$ cat src/rtl/vga_scan_timing.sv
// rtl/vga_scan_timing.sv - VGA raster timing generator with latency-aligned DAC output stage
//
// Free-running hcount/vcount raster, raw sync/blank decode, a PIX_LAT-deep
// delay line that keeps sync/blank in step with the blobs' pixel path, and
// a registered DAC output stage.
//
// Ports:
//   pixel_clk    in   pixel clock, all state on the rising edge
//   reset        in   asynchronous, active-high
//   clk_en       in   advance enable; all state holds while low
//   pixel[23:0]  in   {R,G,B} from the blobs, PIX_LAT enabled cycles behind hcount/vcount
//   hcount[10:0] out  horizontal position 0..H_TOTAL-1
//   vcount[9:0]  out  line number 0..V_TOTAL-1
//   frame_start  out  one enabled-cycle pulse while the counters read (0,0) after a frame wrap
//   vga_r/g/b    out  8-bit colour to the DAC, forced to 0 during blanking
//   vga_hs/vs    out  sync at SYNC_POL active level
//   vga_blank_n  out  low during blanking

module vga_scan_timing #(
    parameter int H_ACTIVE = 640,
    parameter int H_FP     = 16,
    parameter int H_SYNC   = 96,
    parameter int H_BP     = 48,
    parameter int V_ACTIVE = 480,
    parameter int V_FP     = 10,
    parameter int V_SYNC   = 2,
    parameter int V_BP     = 33,
    parameter bit SYNC_POL = 1'b0,
    parameter int PIX_LAT  = 1
) (
    input  logic        pixel_clk,
    input  logic        reset,
    input  logic        clk_en,
    input  logic [23:0] pixel,
    output logic [10:0] hcount,
    output logic [9:0]  vcount,
    output logic        frame_start,
    output logic [7:0]  vga_r,
    output logic [7:0]  vga_g,
    output logic [7:0]  vga_b,
    output logic        vga_hs,
    output logic        vga_vs,
    output logic        vga_blank_n
);

    localparam int H_TOTAL = H_ACTIVE + H_FP + H_SYNC + H_BP;
    localparam int V_TOTAL = V_ACTIVE + V_FP + V_SYNC + V_BP;

    if (PIX_LAT < 0 || PIX_LAT > 7) begin : g_bad_pix_lat
        $error("vga_scan_timing: PIX_LAT must be within 0..7");
    end
    if (H_TOTAL > 2048) begin : g_bad_h_total
        $error("vga_scan_timing: H_TOTAL exceeds 2048");
    end
    if (V_TOTAL > 1024) begin : g_bad_v_total
        $error("vga_scan_timing: V_TOTAL exceeds 1024");
    end

    // Decode thresholds are one bit wider than the counters so a sync
    // region ending exactly at H_TOTAL/V_TOTAL (zero back porch) cannot
    // wrap to zero.
    localparam logic [11:0] H_LAST     = 12'(H_TOTAL - 1);
    localparam logic [11:0] H_ACT_END  = 12'(H_ACTIVE);
    localparam logic [11:0] HS_BEGIN   = 12'(H_ACTIVE + H_FP);
    localparam logic [11:0] HS_END     = 12'(H_ACTIVE + H_FP + H_SYNC);
    localparam logic [10:0] V_LAST     = 11'(V_TOTAL - 1);
    localparam logic [10:0] V_ACT_END  = 11'(V_ACTIVE);
    localparam logic [10:0] VS_BEGIN   = 11'(V_ACTIVE + V_FP);
    localparam logic [10:0] VS_END     = 11'(V_ACTIVE + V_FP + V_SYNC);

    // Delay-line word: {blank, hsync active, vsync active}. Reset value is
    // blanked with both syncs inactive.
    localparam logic [2:0] TIM_IDLE = 3'b100;

    logic [11:0] hc_w;
    logic [10:0] vc_w;
    logic        at_h_last;
    logic        at_v_last;
    logic        wrap_pend;
    logic [2:0]  tim_raw;
    logic [2:0]  tim_d;

    assign hc_w      = {1'b0, hcount};
    assign vc_w      = {1'b0, vcount};
    assign at_h_last = (hc_w == H_LAST);
    assign at_v_last = (vc_w == V_LAST);

    // ---------------- raster counters ----------------
    always_ff @(posedge pixel_clk or posedge reset) begin
        if (reset) begin
            hcount    <= '0;
            vcount    <= '0;
            wrap_pend <= 1'b0;
        end else if (clk_en) begin
            // Only a genuine frame wrap arms the pulse, so the (0,0)
            // after reset never produces frame_start.
            wrap_pend <= at_h_last && at_v_last;
            if (at_h_last) begin
                hcount <= '0;
                vcount <= at_v_last ? '0 : vcount + 10'd1;
            end else begin
                hcount <= hcount + 11'd1;
            end
        end
    end

    // Gating with clk_en keeps the pulse to exactly one enabled cycle even
    // when the enable drops right after the wrap.
    assign frame_start = wrap_pend & clk_en;

    // ---------------- raw timing decode ----------------
    always_comb begin
        tim_raw    = TIM_IDLE;
        tim_raw[2] = (hc_w >= H_ACT_END) || (vc_w >= V_ACT_END);
        tim_raw[1] = (hc_w >= HS_BEGIN) && (hc_w < HS_END);
        tim_raw[0] = (vc_w >= VS_BEGIN) && (vc_w < VS_END);
    end

    // ---------------- alignment delay line ----------------
    if (PIX_LAT == 0) begin : g_no_delay
        assign tim_d = tim_raw;
    end else begin : g_delay
        logic [2:0] stage [PIX_LAT];

        always_ff @(posedge pixel_clk or posedge reset) begin
            if (reset) begin
                for (int i = 0; i < PIX_LAT; i++) begin
                    stage[i] <= TIM_IDLE;
                end
            end else if (clk_en) begin
                stage[0] <= tim_raw;
                for (int i = 1; i < PIX_LAT; i++) begin
                    stage[i] <= stage[i-1];
                end
            end
        end

        assign tim_d = stage[PIX_LAT-1];
    end

    // ---------------- DAC output stage ----------------
    always_ff @(posedge pixel_clk or posedge reset) begin
        if (reset) begin
            vga_r       <= '0;
            vga_g       <= '0;
            vga_b       <= '0;
            vga_hs      <= ~SYNC_POL;
            vga_vs      <= ~SYNC_POL;
            vga_blank_n <= 1'b0;
        end else if (clk_en) begin
            vga_hs      <= tim_d[1] ? SYNC_POL : ~SYNC_POL;
            vga_vs      <= tim_d[0] ? SYNC_POL : ~SYNC_POL;
            vga_blank_n <= ~tim_d[2];
            // Blob pixels are discarded outright during blanking so the
            // DAC always sees black outside the active window.
            if (tim_d[2]) begin
                vga_r <= '0;
                vga_g <= '0;
                vga_b <= '0;
            end else begin
                vga_r <= pixel[23:16];
                vga_g <= pixel[15:8];
                vga_b <= pixel[7:0];
            end
        end
    end

endmodule

$ cat config.mk
export PLATFORM = sky130hd
export DESIGN_NAME = vga_scan_timing
export DESIGN_NICKNAME = d
export VERILOG_FILES = /design/src/rtl/vga_scan_timing.sv
export SDC_FILE = /design/constraint.sdc
export NUM_CORES = 1
export LEC_CHECK = 0
export CAP_MARGIN = 20
export CORE_UTILIZATION = 41
export DETAILED_ROUTE_END_ITERATION = 10
export PLACE_DENSITY_LB_ADDON = 0.1
export SYNTH_ARGS = -nofsm -noshare
export SYNTH_HDL_FRONTEND = slang
export SYNTH_SLANG_ARGS = --single-unit
$ cat constraint.sdc
create_clock -name pixel_clk -period 1.8 [get_ports pixel_clk]
set_clock_uncertainty 0.1 [all_clocks]
set_input_delay 0.36 -clock pixel_clk [delete_from_list [all_inputs] [get_ports pixel_clk]]
set_output_delay 0.36 -clock pixel_clk [all_outputs]
set_load 0.05 [all_outputs]
==> flow_summary.rst, run 1 <==
.. list-table::
   :header-rows: 1

   * - Metric
     - Value
   * - Result of the run
     - finished clean
   * - TritonCTS clock tree
     - done
   * - Number of buffers created by CTS
     - 5
   * - Sequential-to-total area share from yosys stat
     - 0.579
   * - Post-synth ARST share
     - 1.00
   * - Post-placement worst setup slack
     - -170 ps
   * - Post-synth EDFFs
     - 0
   * - Pin slew with the least headroom to its limit
     - 338 ps
   * - Final count of hold timing violations
     - 0
   * - Cell area after layout
     - 3480 um^2
   * - Starting utilization of the core area
     - 0.433
   * - Worst Setup Path Type
     - in2out
   * - Fmax
     - around 0.58 GHz
   * - Element type at the critical path end
     - primary output
   * - Final period util
     - 0.956
   * - Placeable Area
     - 5200 um^2
   * - Mapped Avg Cell Area
     - 12.2 um^2
   * - Final HPWL from detailed placement
     - 3.64 mm
   * - Vias in the first global route
     - 1764
   * - Clock network latency to the later pin of the worst-skew pair
     - slightly above 300 ps
   * - Post-DP Area
     - 3340 um^2
   * - Number of vias in the routed layout
     - 1806
   * - Static leakage power
     - 1.64 nW
   * - Clock transition at the register clock pins on the worst setup and hold paths after CTS
     - 100 ps
   * - Initial detailed-routing violation count
     - 65
   * - Buffers from clock root to sink, at most
     - 2
   * - Number of antenna violations at the first check in global routing
     - 0
   * - Total of fill cells in the finished design
     - 424
   * - Count of buffers inserted at the top-level ports
     - 75
   * - Die width
     - 76.1 um
   * - Antenna diode count
     - 0
   * - Number of nets in the synthesized netlist
     - 215
   * - Post-Route WL
     - 5.16 mm
   * - Clock period minus final worst setup slack
     - 1720 ps
   * - Die ar.
     - 5790 um^2
   * - Worst Slack Setup Final
     - 78.4 ps
   * - Number of routed nets with antenna violations
     - 0
   * - Height of the die
     - 76.1 um
   * - Peak ir drop on the vdd network
     - about 0.87 mV
   * - Initial DRT Pass Iterations
     - 4
   * - Kind of path behind the tightest hold check
     - in2async
   * - Prevailing post-synth register cell
     - sky130_fd_sc_hd__dfrtp_1
   * - Crit path max fanout
     - 7
   * - Seq cells post-synth
     - 52
   * - Gr usage total
     - 0.185
   * - Remaining global-route overflow
     - 0
   * - CP Cell Sequence
     - clkdlybuf4s50_1 -> buf_6 -> and2_4 -> buf_12
   * - DRC violation count after routing
     - 0
   * - Fraction of layout cells with a size suffix above 1
     - 0.383
   * - Row cnt
     - 26
   * - Req. time, crit path
     - 1340 ps
   * - Final-layout worst hold slack
     - 179 ps
   * - WL/cell
     - between 10 and 15 um
   * - Number of pins exceeding their max-slew limit in the final report
     - 0
   * - Cts hold-fix bufs
     - 0
   * - Post-Synthesis Cells
     - 184
   * - Unrepaired setup endpoints after global routing
     - false
   * - Nets@finish
     - 317
   * - Power Dens Cells
     - 965 nW/um^2
   * - Clock Sinks
     - 52
   * - Cell with the biggest individual delay on the critical path
     - sky130_fd_sc_hd__clkdlybuf4s50_1
   * - Largest net degree at the start of global routing
     - 31
   * - Post-synthesis cell area
     - 2250 um^2
   * - Delay of the slowest cell on the worst path
     - 490 ps
   * - Synth warn
     - 0
   * - Global placer's final weighted congestion
     - 0.719
   * - Worst reg2reg setup slack
     - 120 ps
   * - Maxcap violations
     - 0
   * - Number of vias per cell after detailed routing
     - ~5.1
   * - Number of distinct library cell variants in the gate-level netlist after synthesis
     - 35
   * - Wire length of the first global-routing pass
     - 8.52 mm
   * - Root buf cell
     - sky130_fd_sc_hd__clkbuf_8
   * - Critical path startpoint category
     - input port
   * - Top-level I/O count
     - 76
   * - Area delta synth->final
     - 54.7%
   * - H-tree Lvls
     - 2
   * - Final Setup Violations
     - 0
   * - Slew Limit Headroom
     - 0.771
   * - WP data arrival
     - 1260 ps
metal layers:
| metal | vias to the layer above | global-route usage | wire length [um] |
|---|---|---|---|
| met2 | 50 | 0.282 | 2360 |
| met3 | 5 | 0.0323 | 237 |
| met4 | 0 | 0.0769 | 61 |
| met1 | 881 | 0.261 | 2500 |
| met5 | - | 0 | 0 |
| li1 | 870 | - | - |
cell type report:
cell class,count,area [um^2],share of cell area
clock buffer,6,72.6,0.0208
clock inverter,2,16.3,0.00467
inverter,8,30.0,0.00862
multi-input combinational,115,885,0.254
sequential,52,1320,0.378
tap,70,87.6,0.0251
timing repair buffer,104,1070,0.308
logic make-up after synthesis:
family,count (synthesis),share of synthesized area
compound gates,37,0.128
xor+xnor,13,0.0506
fa+ha+maj,4,0.0222
buf+inv,17,0.0367
flops,52,0.579
mux,4,0.0211
simple gates,57,0.162
metrics by stage:
step | utilization | total power, mW | setup TNS [ps] | cells
2_1_floorplan | - | 2.20 | -378 | 184
3_3_place_gp | 0.643 | 2.66 | -2530 | 343
3_5_place_dp | 0.643 | 2.69 | -3230 | 343
4_1_cts | 0.661 | 3.37 | 0 | 351
5_1_grt | 0.669 | 3.52 | 0 | 357
6_report | 0.669 | 3.36 | 0 | 357
Yosys cell counts (2+ instances only):
library cell / instances / share of area
sky130_fd_sc_hd__mux2_2: 2 / 0.010
sky130_fd_sc_hd__and4_1: 6 / 0.023
sky130_fd_sc_hd__a22o_1: 24 / 0.093
sky130_fd_sc_hd__nand4_1: 8 / 0.022
sky130_fd_sc_hd__a21oi_1: 3 / 0.0067
sky130_fd_sc_hd__nor4b_1: 3 / 0.012
sky130_fd_sc_hd__nor2_1: 11 / 0.018
sky130_fd_sc_hd__xor2_1: 4 / 0.016
sky130_fd_sc_hd__and2_1: 2 / 0.0056
sky130_fd_sc_hd__clkbuf_1: 6 / 0.010
sky130_fd_sc_hd__dfstp_2: 3 / 0.035
sky130_fd_sc_hd__buf_6: 2 / 0.010
sky130_fd_sc_hd__inv_1: 8 / 0.013
sky130_fd_sc_hd__dfrtp_1: 49 / 0.54
sky130_fd_sc_hd__xnor2_1: 9 / 0.035
sky130_fd_sc_hd__nand3_1: 9 / 0.020
sky130_fd_sc_hd__and3_1: 4 / 0.011
sky130_fd_sc_hd__nand2_1: 6 / 0.010
sky130_fd_sc_hd__o21ai_0: 6 / 0.013
sky130_fd_sc_hd__ha_1: 4 / 0.022
worst paths after layout:
kind                       depth (start not counted)        start          end
min in group pixel_clk                             1  vga_blank_n  vga_blank_n
setup / recovery                                   4       clk_en  frame_start
setup reg to reg                                   5    hcount[5]    vcount[6]
hold / removal                                     2        reset     vga_g[4]
hold reg to reg                                    1  vga_blank_n  vga_blank_n
max in group asynchronous                          3        reset       vga_hs
power by group:
| part | switching (mW) | leakage [nW] | internal (mW) |
|---|---|---|---|
| clock network | 0.389 | 0.0414 | 0.277 |
| logic | 0.722 | 0.952 | 0.510 |
| registers | 0.147 | 0.645 | 1.32 |
layout by cell type (no fill, tap or decap), types with 2 or more instances in the layout:
cell type | synthesis | routed
sky130_fd_sc_hd__o21ai_0 | 6 | 6
sky130_fd_sc_hd__xor2_1 | 4 | 4
sky130_fd_sc_hd__and4_1 | 6 | 6
sky130_fd_sc_hd__buf_12 | 0 | 18
sky130_fd_sc_hd__nor4b_1 | 3 | 3
sky130_fd_sc_hd__nand3_1 | 9 | 9
sky130_fd_sc_hd__ha_1 | 4 | 3
sky130_fd_sc_hd__inv_1 | 8 | 7
sky130_fd_sc_hd__nor2_1 | 11 | 11
sky130_fd_sc_hd__xnor2_1 | 9 | 9
sky130_fd_sc_hd__and3_1 | 4 | 3
sky130_fd_sc_hd__mux2_2 | 2 | 2
sky130_fd_sc_hd__nand4_1 | 8 | 8
sky130_fd_sc_hd__clkdlybuf4s50_1 | 0 | 26
sky130_fd_sc_hd__a22o_1 | 24 | 24
sky130_fd_sc_hd__nand2_1 | 6 | 6
sky130_fd_sc_hd__dfstp_2 | 3 | 3
sky130_fd_sc_hd__buf_4 | 1 | 59
sky130_fd_sc_hd__clkbuf_8 | 0 | 5
sky130_fd_sc_hd__dfrtp_1 | 49 | 38
sky130_fd_sc_hd__dfrtp_2 | 0 | 11
sky130_fd_sc_hd__a21oi_1 | 3 | 3
registers in the layout, summed over array words and instances (netlist names):
name           cells
vcount            10
hcount            11
vga_b              8
g_delay.stage      3
vga_blank_n        1
vga_r              8
vga_vs             1
vga_hs             1
wrap_pend          1
vga_g              8
critical path: cells and delay by family:
kind,cells,cell delay [ps]
buffers and inverters,3,750
and+or+nand+nor,1,150
what timing repair did:
| item | 4_1_cts | 5_1_grt |
|---|---|---|
| endpoints found under the setup margin | 1 | 2 |
| setup buffers | 0 | 6 |
| gates resized for setup | 2 | 0 |
Note: power is estimated with default switching activity, not from simulation.
==> run 2, diff against run 1 <==
- SKIP_LAST_GASP: default -> 1
- SLEW_MARGIN: default -> 40
==> results of run 2 <==
The final DEF is identical to that of run 1; final timing and power are the same.
